==> config.mk <==
export PLATFORM = sky130hd
export DESIGN_NAME = fifo_wr_arbiter
export DESIGN_NICKNAME = d
export VERILOG_FILES = /design/src/rtl/fifo_wr_arbiter.sv
export SDC_FILE = /design/constraint.sdc
export NUM_CORES = 1
export LEC_CHECK = 0
export CORE_UTILIZATION = 41
export CTS_BUF_LIST = sky130_fd_sc_hd__clkbuf_2
export DETAILED_ROUTE_END_ITERATION = 8
export PLACE_DENSITY = 0.88
export SETUP_SLACK_MARGIN = 0.2
export SLEW_MARGIN = 20
export SYNTH_ARGS = -nofsm -noshare
export SYNTH_HDL_FRONTEND = slang
export SYNTH_HIERARCHICAL = 1
export SYNTH_SLANG_ARGS = --single-unit
==> constraint.sdc <==
create_clock -name clk -period 3.1 [get_ports clk]
set_clock_uncertainty 0.05 [all_clocks]
set_input_delay 0.465 -clock clk [delete_from_list [all_inputs] [get_ports clk]]
set_output_delay 0.465 -clock clk [all_outputs]
set_load 0.1 [all_outputs]
==> src/rtl/fifo_wr_arbiter.sv <==
// Round-robin arbiter with burst lock sharing one synchronous-FIFO write port.
// Per-requester data gating lives in a lane cell; the lanes are OR-merged onto fifo_data_in.

module fifo_wr_arbiter_lane #(
    parameter int WIDTH = 3
) (
    input  logic             gnt,
    input  logic [WIDTH-1:0] data,
    output logic [WIDTH-1:0] data_q
);
    assign data_q = gnt ? data : '0;
endmodule

module fifo_wr_arbiter #(
    parameter int WIDTH     = 3,
    parameter int NUM_REQ   = 4,
    parameter int BURST_LEN = 2
) (
    input  logic                       clk,
    input  logic                       rst_n,
    input  logic [NUM_REQ-1:0]         req,
    input  logic [NUM_REQ*WIDTH-1:0]   req_data,
    output logic [NUM_REQ-1:0]         gnt,
    input  logic                       fifo_full,
    output logic                       fifo_write_en,
    output logic [WIDTH-1:0]           fifo_data_in,
    output logic                       busy,
    output logic [$clog2(NUM_REQ)-1:0] owner_id
);
    localparam int IW = $clog2(NUM_REQ);
    localparam int CW = $clog2(BURST_LEN + 1);

    localparam logic STATE_IDLE  = 1'b0;
    localparam logic STATE_BURST = 1'b1;

    logic                            state;
    logic [IW-1:0]                   ptr, owner, win, grant_idx;
    logic [CW-1:0]                   beat_cnt;
    logic                            found, grant_en;
    logic [NUM_REQ-1:0][WIDTH-1:0]   lane_data;

    function automatic logic [IW-1:0] next_idx(input logic [IW-1:0] i);
        if (i == IW'(NUM_REQ - 1)) return '0;
        else                       return i + IW'(1);
    endfunction

    // First active requester at or after ptr, wrapping modulo NUM_REQ.
    always_comb begin
        int idx;
        found = 1'b0;
        win   = '0;
        idx   = 0;
        for (int k = 0; k < NUM_REQ; k++) begin
            idx = int'(ptr) + k;
            if (idx >= NUM_REQ) idx = idx - NUM_REQ;
            if (!found && req[IW'(idx)]) begin
                found = 1'b1;
                win   = IW'(idx);
            end
        end
    end

    assign grant_idx = (state == STATE_BURST) ? owner : win;
    assign grant_en  = rst_n && !fifo_full &&
                       ((state == STATE_BURST) ? req[owner] : found);

    genvar gi;
    generate
        for (gi = 0; gi < NUM_REQ; gi++) begin : g_lane
            assign gnt[gi] = grant_en && (grant_idx == IW'(gi));
            fifo_wr_arbiter_lane #(.WIDTH(WIDTH)) u_lane (
                .gnt    (gnt[gi]),
                .data   (req_data[gi*WIDTH +: WIDTH]),
                .data_q (lane_data[gi])
            );
        end
    endgenerate

    always_comb begin
        fifo_data_in = '0;
        for (int k = 0; k < NUM_REQ; k++) fifo_data_in = fifo_data_in | lane_data[k];
    end

    assign fifo_write_en = |gnt;
    assign busy          = (state == STATE_BURST);
    assign owner_id      = owner;

    always_ff @(posedge clk) begin
        if (!rst_n) begin
            state    <= STATE_IDLE;
            ptr      <= '0;
            owner    <= '0;
            beat_cnt <= '0;
        end else begin
            case (state)
                STATE_IDLE: begin
                    if (found && !fifo_full) begin
                        owner <= win;
                        if (BURST_LEN == 1) begin
                            ptr <= next_idx(win);
                        end else begin
                            beat_cnt <= CW'(1);
                            state    <= STATE_BURST;
                        end
                    end
                end
                default: begin
                    // Owner dropping req ends the tenure; a full stall just freezes it.
                    if (!req[owner]) begin
                        state <= STATE_IDLE;
                        ptr   <= next_idx(owner);
                    end else if (!fifo_full) begin
                        beat_cnt <= beat_cnt + CW'(1);
                        if (beat_cnt + CW'(1) == CW'(BURST_LEN)) begin
                            state <= STATE_IDLE;
                            ptr   <= next_idx(owner);
                        end
                    end
                end
            endcase
        end
    end
endmodule

==> impl_metrics.yaml <==
run_status:
  status: "finished, final reports clean"
global_route:
  grt_pass1_wl_microns: 3260
  busiest_layer: "met2"
  first_global_vias: 781
  grt_util_met3_pct: 8.15
  met2_usage_pct: 59.8
  grt_max_degree: 11
  grt.total_usage_pct: 29.9
  grt_overflow: 0
  antenna_found_initial: 0
  grt_use_met1_pct: 26.6
placed_design:
  post-place-ws_ns: -0.373
  dp_cells: 136
  gp_congestion: 0.821
  post-dp-hpwl_microns: 1690
  place.port_buffers: 29
floorplanning:
  die-area_sq_um: 1690
  start_util_pct: 45.9
  core_area_sq_um: 1370
  die_x_microns: 41.1
  ios: 30
  fp.dieH_microns: 41.1
  rows: 13
sta:
  setup_ws_ns: 0.0224
  fmaxAchievable_ghz: 0.325
  finalSetupViolCount: 0
  worst_slew_pin_slew_ns: 0.491
  hold_viol_final: 0
  drv_slew: 0
  rsz0062_at_grt: "yes"
  period_share_pct: 99.3
  period_needed_ns: 3.08
  slew-limit-headroom_pct: 67.2
job:
  max_cap_violations: 0
pwr:
  p_comb_share_pct: 54.6
  p_sw_uw: 158
  vdd_drop_max_mv: 0.240
  power_frac_clock_pct: 18.3
  power_density_nw_per_um2: 309
  leakagePower_nw: 0.538
  switching_share_pct: 41.7
  seq_power_share_pct: 27.1
  power.internal_uw: 221
layout:
  syn_to_final_growth_pct: 95.2
  instances_no_fill: 146
  diodes: 0
  fin_nets: 153
  filler_cell_count: 63
  fin_util_pct: 89.6
  drive_gt1_share_pct: 46.6
routing:
  viasPerCell: 6.12
  wl_per_cell_microns: 17.4
  totalWireLength_microns: 2550
  ant_nets: 0
  drt-pass1-iter-count: 5
  drtIter0Drc: 45
  via_count: 893
  drc: 0
critical_path:
  path_class: "register to output port"
  critPathRequiredTime_ns: 2.58
  start_kind: "register"
  critPathMaxFanout: 4
  worst_ep_arrival_time_ns: 2.56
  cp-end-kind: "output port"
cts:
  cts.path.max_buffers: 2
  cts_tree: "yes"
  numCtsBuffers: 3
  clock_latency_ns: 0.24
  cts_sinks: 7
  cts_root_buffer: "clkbuf_2"
  htree_num_levels: 1
  clk_pin_slew_worst_paths_ns: 0.07
synth:
  synth_simple_gate_area_share_pct: 37.5
  synth.area.mux_share_pct: 7.58
  synth_xor_area_share_pct: 0
  synth_seq_area_share_pct: 22.4
  postSynthAreaPerCell_sq_um: 7.93
  synthesis.nets: 100
  synth_top_family_by_area: "simple AND/OR/NAND/NOR gates"
  synthCells: 79
  syn_area_sq_um: 627
  synthAdderAreaFrac_pct: 3.99
  synth_cell_type_count: 34
  synth-seq-cells: 7
  synth-compound-area-share_pct: 23.2
  yosysWarningCount: 6
min_path:
  holdCritPathClass: "register to register"
## power by group through the flow
stage,registers (mW),clock network (mW),logic (mW)
finish,0.103,0.0692,0.207
global route,0.103,0.0733,0.215
CTS,0.102,0.0707,0.197
detailed placement,0.105,0,0.189
global placement,0.104,0,0.184
floorplan,0.119,0,0.0948
## kinds of logic (layout without fill, tap and decap cells)
| kind of cell | after synthesis | count (layout) |
|---|---|---|
| and+or+nand+nor | 40 | 40 |
| AOI/OAI and AO/OA | 20 | 20 |
| DFF | 7 | 7 |
| buffers and inverters | 7 | 59 |
| muxes | 3 | 3 |
| adders and majority gates | 2 | 2 |
## state kept, by name, summed over array words and instances, names as in the netlist
register and count:
beat_cnt 2, ptr 2, busy 1, owner_id 2
## area by class of cell
type | instances | area (sq um) | area share, %
Multi-Input combinational cell | 65 | 509 | 41.6
Clock buffer | 4 | 20.0 | 1.64
Timing Repair Buffer | 50 | 510 | 41.7
Tap cell | 15 | 18.8 | 1.53
Sequential cell | 7 | 146 | 12.0
Inverter | 5 | 18.8 | 1.53
## cells in the mapped netlist
master | number | share of area [%]
and2_1 | 13 | 13
dfxtp_1 | 7 | 22
nand2_1 | 6 | 3.6
inv_1 | 5 | 3.0
a21boi_0 | 4 | 4.8
nand3_1 | 4 | 3.2
or4_1 | 4 | 4.8
o211ai_1 | 3 | 3.6
a211oi_1 | 2 | 2.4
a21oi_1 | 2 | 1.6
and4_1 | 2 | 2.8
ha_1 | 2 | 4.0
nor2_1 | 2 | 1.2
nor2b_1 | 2 | 2.0
o21ai_0 | 2 | 1.6
a21o_1 | 1 | 1.2
and2_2 | 1 | 1.2
and3_1 | 1 | 1.0
buf_6 | 1 | 1.8
clkbuf_1 | 1 | 0.60
mux2_4 | 1 | 2.4
mux2i_1 | 1 | 1.6
mux4_2 | 1 | 3.6
nand2_2 | 1 | 1.0
nand2b_1 | 1 | 1.0
nand4_1 | 1 | 1.0
nor3_1 | 1 | 0.80
o211a_1 | 1 | 1.6
o21a_1 | 1 | 1.2
o21bai_1 | 1 | 1.2
o31a_1 | 1 | 1.4
o31ai_1 | 1 | 1.2
o32ai_1 | 1 | 1.4
or3_1 | 1 | 1.0
## layout by cell type, fill, tap and decap left out, types with 2 or more instances in the layout
cell type / count
nor2_1: 2
buf_4: 23
and4_4: 2
buf_2: 3
a21boi_0: 4
clkbuf_2: 4
ha_1: 2
and2_1: 9
nand2_1: 6
inv_1: 4
dfxtp_2: 2
buf_12: 8
nor2b_1: 2
o211ai_1: 3
and2_4: 4
buf_6: 2
clkdlybuf4s50_1: 14
o21ai_0: 2
dfxtp_1: 4
or4_4: 4
nand3_1: 4
## stage by stage
step	power (mW)	area (sq um)	setup TNS, ns	hold WS [ns]
after global routing	0.391	1220	-0.0287	0.501
after CTS	0.369	1190	0	0.474
after detailed placement	0.294	1150	-1.07	0.464
final	0.379	1220	0	0.481
after global placement	0.289	1150	-0.917	0.434
after floorplan	0.214	667	-2.01	0.413
## metal layers
metal | routed length, microns | vias up
met5 | 0 | -
met4 | 109 | 0
met3 | 286 | 20
met2 | 1350 | 72
met1 | 797 | 408
li1 | - | 393
## path summary, 6_finish.rpt
path	from	end	slack, ns	cells past startpoint
worst min-delay path	beat_cnt[1]	beat_cnt[1]	0.48	2
worst min register to register	beat_cnt[1]	beat_cnt[1]	0.48	2
worst max-delay path	owner_id[0]	fifo_data_in[1]	0.02	8
worst max register to register	owner_id[0]	beat_cnt[0]	1.29	5
## repair_timing
action / in CTS / in global routing
endpoints found under the setup margin: 6 / 3
hold buffers: 0 / 0
resized for setup: 21 / 5
endpoints found under the hold margin: 0 / 0
buffers inserted: 4 / 2
pin swaps: 6 / 4
## critical path, stage by stage (launching register included)
cell,delay (ns)
dfxtp_4,0.36
mux4_2,0.52
mux2_4,0.30
nand2_4,0.07
inv_2,0.05
and4_4,0.18
and2_1,0.14
or4_4,0.52
buf_12,0.18
No activity file was read; power rests on OpenSTA's default activity.
